`src/rtl/muldiv_unit.sv`:
```
// Iterative RV32M multiply/divide unit: one shared shift-add / restoring
// shift-subtract datapath, 32 CALC steps, sign fix-up and result register in DONE.
module muldiv_unit #(
   parameter int WIDTH = 32
) (
   input  logic             iCLK,
   input  logic             iRST,
   input  logic             iStart,
   input  logic             iFlush,
   input  logic [2:0]       iFunct3,
   input  logic [WIDTH-1:0] iA,
   input  logic [WIDTH-1:0] iB,
   output logic             oReady,
   output logic             oBusy,
   output logic             oDone,
   output logic [WIDTH-1:0] oResult
);
   localparam int CW = $clog2(WIDTH);

   typedef enum logic [1:0] {IDLE, CALC, DONE} state_t;

   typedef struct packed {
      logic [2:0] funct3;
      logic       neg;
   } op_t;

   state_t             state, state_nxt;
   op_t                op, op_in;
   logic [2*WIDTH-1:0] acc;
   logic [WIDTH-1:0]   opa, opb;
   logic [CW-1:0]      cnt;

   logic               a_sgn, b_sgn, a_neg, b_neg;
   logic [WIDTH-1:0]   abs_a, abs_b;
   logic               accept, last;
   logic [WIDTH:0]     mul_sum, div_r, div_diff;
   logic               div_q;
   logic [2*WIDTH-1:0] prod_fix;
   logic [WIDTH-1:0]   quo_fix, rem_fix, res_fix;

   // operand signedness and result sign, decoded from the incoming request
   always_comb begin
      a_sgn = iFunct3[2] ? ~iFunct3[0] : (iFunct3[1:0] != 2'b11);
      b_sgn = iFunct3[2] ? ~iFunct3[0] : ~iFunct3[1];
      a_neg = a_sgn & iA[WIDTH-1];
      b_neg = b_sgn & iB[WIDTH-1];
      abs_a = a_neg ? -iA : iA;
      abs_b = b_neg ? -iB : iB;
      op_in.funct3 = iFunct3;
      case (iFunct3[2:1])
         2'b11:   op_in.neg = a_neg;
         // x/0 must stay all-ones, so no negation when the divisor is zero
         2'b10:   op_in.neg = (a_neg ^ b_neg) & (iB != '0);
         default: op_in.neg = a_neg ^ b_neg;
      endcase
   end

   assign accept = (state == IDLE) & iStart & ~iFlush;
   assign last   = (cnt == CW'(WIDTH - 1));
   assign oReady = (state == IDLE);
   assign oBusy  = ~oReady;

   always_ff @(posedge iCLK or posedge iRST) begin
      if (iRST) state <= IDLE;
      else      state <= state_nxt;
   end

   always_comb begin
      state_nxt = state;
      case (state)
         IDLE:    if (accept) state_nxt = CALC;
         CALC:    if (iFlush) state_nxt = IDLE;
                  else if (last) state_nxt = DONE;
         DONE:    state_nxt = IDLE;
         default: state_nxt = IDLE;
      endcase
   end

   // multiply: acc[63:32] accumulates, product shifts right, multiplier in opb.
   // divide: opa shifts dividend out MSB-first and quotient in; acc[31:0] is the remainder.
   always_comb begin
      mul_sum  = {1'b0, acc[2*WIDTH-1:WIDTH]} + {1'b0, opa & {WIDTH{opb[0]}}};
      div_r    = {acc[WIDTH-1:0], opa[WIDTH-1]};
      div_diff = div_r - {1'b0, opb};
      div_q    = ~div_diff[WIDTH];
   end

   always_ff @(posedge iCLK or posedge iRST) begin
      if (iRST) begin
         op  <= '0;
         acc <= '0;
         opa <= '0;
         opb <= '0;
         cnt <= '0;
      end else if (accept) begin
         op  <= op_in;
         acc <= '0;
         opa <= abs_a;
         opb <= abs_b;
         cnt <= '0;
      end else if (state == CALC) begin
         if (op.funct3[2]) begin
            acc[WIDTH-1:0] <= div_q ? div_diff[WIDTH-1:0] : div_r[WIDTH-1:0];
            opa            <= {opa[WIDTH-2:0], div_q};
         end else begin
            acc <= {mul_sum, acc[WIDTH-1:1]};
            opb <= opb >> 1;
         end
         cnt <= cnt + 1'b1;
      end
   end

   always_comb begin
      prod_fix = op.neg ? -acc : acc;
      quo_fix  = op.neg ? -opa : opa;
      rem_fix  = op.neg ? -acc[WIDTH-1:0] : acc[WIDTH-1:0];
      case (op.funct3)
         3'b000:                res_fix = prod_fix[WIDTH-1:0];
         3'b001, 3'b010, 3'b011: res_fix = prod_fix[2*WIDTH-1:WIDTH];
         3'b100, 3'b101:        res_fix = quo_fix;
         default:               res_fix = rem_fix;
      endcase
   end

   // a flush in DONE suppresses both the pulse and the result update
   always_ff @(posedge iCLK or posedge iRST) begin
      if (iRST) begin
         oDone   <= 1'b0;
         oResult <= '0;
      end else begin
         oDone <= 1'b0;
         if (state == DONE && !iFlush) begin
            oDone   <= 1'b1;
            oResult <= res_fix;
         end
      end
   end

endmodule

```
`config.mk`:
```
export PLATFORM = sky130hd
export DESIGN_NAME = muldiv_unit
export DESIGN_NICKNAME = d
export VERILOG_FILES = /design/src/rtl/muldiv_unit.sv
export SDC_FILE = /design/constraint.sdc
export NUM_CORES = 1
export LEC_CHECK = 0
export ABC_AREA = 1
export BUFFER_PORTS_ARGS = -buffer_cell sky130_fd_sc_hd__buf_2
export CORE_MARGIN = 10
export CORE_UTILIZATION = 55
export CTS_CLUSTER_DIAMETER = 30
export DETAILED_ROUTE_END_ITERATION = 7
export PLACE_DENSITY = 0.81
export REMOVE_ABC_BUFFERS = 1
export SLEW_MARGIN = 5
export SYNTH_ARGS = -nofsm -noshare
export SYNTH_HDL_FRONTEND = slang
export SYNTH_SLANG_ARGS = --single-unit
```
`constraint.sdc`:
```
create_clock -name iCLK -period 11.95 [get_ports iCLK]
set_clock_uncertainty 0.2 [all_clocks]
set_input_delay 1.195 -clock iCLK [delete_from_list [all_inputs] [get_ports iCLK]]
set_output_delay 1.195 -clock iCLK [all_outputs]
set_load 0.01 [all_outputs]
```
==> impl_metrics.ini, run 1 <==
[sta]
tightest_slew_ns = 1.17
fin_crit_ns = 4.90
final.period_utilization = 0.410
finalSetupViolations = 0
max_freq_ghz = 0.204
final_hold_viol_count = 0
rsz0062_at_grt = false
maxSlewViolCount = 0
maxSlewHeadroom = 0.216
whs_ns = 0.296
fin_setup_tns_ns = 0

[routing]
vias = 20300
drtIter0Drc = 2709
wl_mm = 66.8
viasPerCell = 6.00
final_antenna_net_count = 0
post_drt_wl_per_cell_um = 19.7
remaining_drc_errors = 0
dr.pass1.iters = 6

[worst_setup_path]
regToRegStartpoint = state[0]$_DFFE_PP0P_
cp_top_family = buffers and inverters
r2r_end = opb[3]$_DFFE_PP0P_
start_kind = input port
end_kind = flop
crit_fanout = 79
critPathRequiredTime_ns = 12.14
crit_path_cell_trace = buf_2 > nor2_2 > nand3_4 > inv_4 > nor2_2 > nor2_4 > buf_4 > inv_2 > a21oi_1 > o21ai_0 > o21ai_0
critPathBufInv = 4
path_class = input port to flop
critPathArrivalTime_ns = 5.09
r2r_slack_ns = 7.42
max_stage_delay_ns = 0.88
worst-r2r-cell-count = 10
slowest_stage = inv_4

[die]
die_y_um = 199
core_area_mm2 = 0.0316
initial_core_util = 0.556
rows = 65
dieArea_mm2 = 0.0394
die_w_um = 199
io_pins = 106

[place]
port_buffers = 105
hpwlAfterDp_mm = 53.0
place_congestion = 1.02
dpl_cell_area_mm2 = 0.0183

[hold_path]
hold_path_startpoint = oResult[2]$_DFFE_PP0P_
holdPathEnd = oResult[2]$_DFFE_PP0P_
min_path_cells = 2
hold_path_class = flop to flop

[clock_network]
cts_setup_buffers = 0
clkTransAtPathRegs_ns = 0.08
cts_tree = built
cts_resized = 0
holdBufCountCts = 0
numCtsBuffers = 17
clock_sinks = 172
clock_latency_ns = 0.47
ctsLongestPathBuffers = 2
cts_root_buf = clkbuf_16
htreeDepth = 4

[yosys]
netlist_top_cells_count = nand2_1 (779), inv_1 (435), nor2_1 (320), nand3_1 (275), o21ai_0 (215)
synthSimpleGateAreaFrac = 0.382
synth.area.mux_share = 0
synthesis.area_mm2 = 0.0175
synth_most_common_cell = nand2_1
ys_top_cells_by_area = dfrtp_1 (25%), nand2_1 (17%), inv_1 (9.3%), nand3_1 (7.8%), nor2_1 (6.8%)
synth-adder-area-share = 0.0529
yosysTopAreaCell = dfrtp_1
seq_area_frac_synth = 0.245
synth-compound-area-share = 0.174
synth_xor_area_frac = 0.0270
synth_edf_count = 0
ys.flop_type = dfrtp_1
yosysTopAreaCellShare = 0.245
synth_cells = 2921
ys_types = 56
ys_ff_latch = 172
synth_top_family_by_area = simple AND/OR/NAND/NOR gates
synth_warnings = 0
avgSynthCellArea_um2 = 6.01
async_flop_share = 1.00

[grt]
antenna_found_initial = 1
grt_use_total = 0.335
grt_first_pass_wirelength_mm = 103
grt_pass1_vias = 18400
grt_max_degree = 80
grt-ovfl-total = 0

[layout]
stdcell_area_mm2 = 0.0189
syn2layout_area_growth_pct = 7.60
drive_above_1_share = 0.0791
finalNetCount = 3114

[job]
maxCapViolCount = 0

[pwr]
ir_drop_mv = 0.213
power_density_mw_per_mm2 = 286
p_leak_uw = 0.00981

[outcome]
outcome = finished, final reports clean
-- cell families after synthesis --
family          count (synthesis)
simple gates                 1547
compound gates                540
buf+inv                       535
flops                         172
fa+ha+maj                      73
xor+xnor                       54
-- through the flow --
stage          setup WS (ns)   util  power [uW]  cells
4_1_cts                 7.13  0.598        5250   3385
2_1_floorplan           5.89      -        3590   2837
3_3_place_gp            6.74  0.579        4580   3353
3_5_place_dp            6.67  0.579        4630   3353
6_report                7.05  0.598        5400   3387
5_1_grt                 6.66  0.598        5840   3385
-- flip-flops by register name, summed over array words and instances, names as in the netlist --
name,flops
opb,32
cnt,5
op,4
opa,32
oDone,1
acc,64
state,2
oResult,32
-- per-layer routing --
layer | track usage | share of wire
met1 | 0.483 | 0.44
met2 | 0.488 | 0.43
met3 | 0.0686 | 0.11
met4 | 0.103 | 0.026
met5 | 0 | 0
-- where the power goes --
part           switching [uW]  internal [uW]  leakage [uW]  total, uW
logic                    2580           1120       0.00727       3700
registers                 298            794       0.00224       1090
clock network             300            304      0.000302        604
-- cell type report --
class                      count  area, um2
antenna                        2       5.00
inverter                     451       1700
sequential                   172       4310
fill                        3136      12700
multi-input combinational   2214      11200
clock inverter                15        194
tap                          402        503
timing repair buffer         114        593
clock buffer                  17        425
-- worst register-to-register path, cell delays in order, from the launching register on --
cell and delay, ns:
dfrtp_1 0.42, nor2_2 0.19, nand3_4 0.65, inv_4 0.89, nor2_2 0.18, nor2_4 0.61
buf_4 0.50, inv_2 0.37, a21oi_1 0.23, o21ai_0 0.11, o21ai_0 0.11
-- layout by cell type, fill, tap and decap left out, types with 3 or more instances in the layout --
cell | netlist | final
buf_4 | 1 | 9
a21oi_1 | 152 | 152
xor2_1 | 34 | 34
nand3_2 | 5 | 5
nand3b_1 | 15 | 15
clkbuf_16 | 0 | 17
a21boi_0 | 8 | 8
o211ai_1 | 28 | 28
nor2_1 | 320 | 318
nand2_2 | 13 | 13
buf_2 | 21 | 105
nor2_2 | 7 | 9
o21bai_1 | 23 | 23
a21o_1 | 6 | 6
or2_2 | 23 | 23
ha_1 | 71 | 71
clkinv_8 | 0 | 3
dfrtp_1 | 172 | 171
nor4_1 | 5 | 5
nand4_1 | 55 | 55
nand2_1 | 779 | 779
nor2_4 | 8 | 8
o21ai_0 | 215 | 215
o22ai_1 | 46 | 46
inv_1 | 435 | 434
nor3_1 | 32 | 32
xnor2_1 | 20 | 20
o21ai_2 | 3 | 3
nand3_1 | 275 | 275
o221ai_1 | 12 | 12
inv_8 | 0 | 8
o21ai_1 | 25 | 25
inv_2 | 14 | 14
a31oi_1 | 7 | 7
-- worst max-delay path by stage --
stage / from / end / cells after the start
global placement: iFlush / opb[29]$_DFFE_PP0P_ / 11
CTS: iFlush / opb[30]$_DFFE_PP0P_ / 11
global route: iFlush / opb[22]$_DFFE_PP0P_ / 11
floorplan: iRST / acc[0]$_DFFE_PP0P_ / 1
finish: iFlush / opb[3]$_DFFE_PP0P_ / 11
detailed placement: iFlush / opb[2]$_DFFE_PP0P_ / 11
No activity file was read; power rests on OpenSTA's default activity.
==> run 2: changes to the inputs <==
==> constraint.sdc (replaced) <==
create_clock -name iCLK -period 4.82 [get_ports iCLK]
set_clock_uncertainty 0.2 [all_clocks]
set_input_delay 0.482 -clock iCLK [delete_from_list [all_inputs] [get_ports iCLK]]
set_output_delay 0.482 -clock iCLK [all_outputs]
set_load 0.01 [all_outputs]
==> run 2 against run 1 <==
  * The flow now finishes with violations (negative hold slack)
  * Sequential share of layout area about the same
  * Global-route usage fell by 0.25 points
  * Sequential cell count did not move
  * Combinational power grew 150%
  * Worst setup slack got worse by 5.8 ns
  * Sequential power grew to 2.5 times the previous value
  * Routed wire length decreased by 0.88%
  * Critical path depth down 1
  * Total power rose by 150%
  * First-iteration DRC count rose by 1.3%
  * Largest cell class unchanged
==> impl_metrics.ini, run 2 (same netlist as run 1, synthesis figures left out) <==
[sta]
final.period_utilization = 0.745
fin_crit_ns = 3.59
fin_setup_tns_ns = 0
finalSetupViolations = 0
rsz0062_at_grt = false
whs_ns = -0.0359
maxSlewHeadroom = 0.330
tightest_slew_ns = 1.01
maxSlewViolCount = 0
max_freq_ghz = 0.279
final_hold_viol_count = 21

[die]
dieArea_mm2 = 0.0394
core_area_mm2 = 0.0316
die_w_um = 199
initial_core_util = 0.556
rows = 65
io_pins = 106
die_y_um = 199

[routing]
highest_layer = met4
post_drt_wl_per_cell_um = 19.5
wl_met1_mm = 29.4
final_antenna_net_count = 0
dr.pass1.iters = 7
dr_wl_met2_mm = 28.0
viasPerCell = 5.94
drtIter0Drc = 2744
vias = 20100
wl_met3_mm = 7.01
wl_mm = 66.2
remaining_drc_errors = 0

[worst_setup_path]
critPathArrivalTime_ns = 3.74
start_kind = flop
end_kind = flop
crit_fanout = 34
r2r_slack_ns = 1.23
critPathRequiredTime_ns = 4.97
path_class = flop to flop

[hold_path]
hold_path_class = input port to async pin

[pwr]
comb_power_share = 0.683
p_leak_uw = 0.00984
p_clk_frac = 0.112
switchingPower_uw = 7810
power_density_mw_per_mm2 = 704
pwr-share-seq = 0.205
ir_drop_mv = 0.339
internal_power_uw = 5510
p_sw_frac = 0.586

[clock_network]
cts_tree = built
ctsLongestPathBuffers = 2
clock_latency_ns = 0.48
clock_sinks = 172
numCtsBuffers = 17
cts_resized = 0
clkTransAtPathRegs_ns = 0.09
cts_root_buf = clkbuf_16
htreeDepth = 4
cts_setup_buffers = 0
holdBufCountCts = 0

[outcome]
violations = negative hold slack
outcome = finished, violations left

[place]
place_congestion = 1.03
port_buffers = 105
hpwlAfterDp_mm = 52.6

[layout]
drive_above_1_share = 0.0807
largest_register = acc
final_cell_mix = nand2_1 (779), inv_1 (434), nor2_1 (318)
multi_input_area_mm2 = 0.0112
syn2layout_area_growth_pct = 7.84
fill_cells = 3151
antennaDiodeCount = 0
final_common_cell = nand2_1
largest_reg_flops = 64
finalNetCount = 3119
ff_latch_area_mm2 = 0.00431

[job]
maxCapViolCount = 0

[grt]
grt-ovfl-total = 0
grt_use_total = 0.332
grt_pass1_vias = 18400
grt_max_degree = 92
grt_first_pass_wirelength_mm = 103
antenna_found_initial = 0
## run 2: cell types whose count changed in the layout (fill, tap and decap cells not counted), sizes merged
cell | previous run | this run
clkinvlp | 1 | 0
buf | 114 | 119
clkinv | 5 | 6
diode | 2 | 0
## run 2: power groups by stage
| stage | registers [uW] | clock network, uW | logic [uW] |
|---|---|---|---|
| after floorplan | 2440 | 0 | 6450 |
| after global placement | 2700 | 0 | 8600 |
| after detailed placement | 2710 | 0 | 8740 |
| after CTS | 2690 | 1490 | 8800 |
| after global routing | 2780 | 1540 | 10100 |
| final | 2730 | 1490 | 9090 |
## run 2: final timing paths
kind	startpoint	to	depth (start not counted)
max	opb[0]$_DFFE_PP0P_	acc[54]$_DFFE_PP0P_	10
min	iRST	acc[19]$_DFFE_PP0P_	2
max reg2reg	opb[0]$_DFFE_PP0P_	acc[54]$_DFFE_PP0P_	10
min reg2reg	cnt[2]$_DFFE_PP0P_	cnt[2]$_DFFE_PP0P_	1
max in group asynchronous	iRST	opa[11]$_DFFE_PP0P_	3
min in group iCLK	iFlush	state[1]$_DFFE_PP0P_	4
## run 2: area by class of cell
cell class | instances | share of cell area
Clock buffer | 17 | 0.0225
Clock inverter | 15 | 0.0101
Inverter | 451 | 0.0899
Multi-Input combinational cell | 2214 | 0.590
Sequential cell | 172 | 0.228
Tap cell | 402 | 0.0266
Timing Repair Buffer | 119 | 0.0340
## run 2: stage by stage
step           instances  instance area [um2]  worst slack, ns  utilization  total power [uW]
2_1_floorplan       2837                17200           -0.522            -              8890
3_3_place_gp        3358                18300             1.36        0.580             11300
3_5_place_dp        3358                18300             1.25        0.580             11400
4_1_cts             3390                18900             1.32        0.600             13000
5_1_grt             3390                18900            0.987        0.600             14400
6_report            3390                18900             1.23        0.600             13300
## run 2: worst max-delay path: stages, from the launching register on
cell and delay, ns:
dfrtp_1 1.01, nand2_1 0.14, inv_1 0.15, ha_1 0.29
a21oi_1 0.36, o21ai_0 0.33, a21oi_1 0.21, nand2_1 0.21
a21o_1 0.22, o21ai_0 0.25, nand2_1 0.09
## run 2: per-layer routing
| layer | global-route usage | up-vias |
|---|---|---|
| met5 | 0 | - |
| met2 | 0.490 | 1067 |
| met4 | 0.0986 | 0 |
| met1 | 0.476 | 9347 |
| li1 | - | 9622 |
| met3 | 0.0683 | 111 |
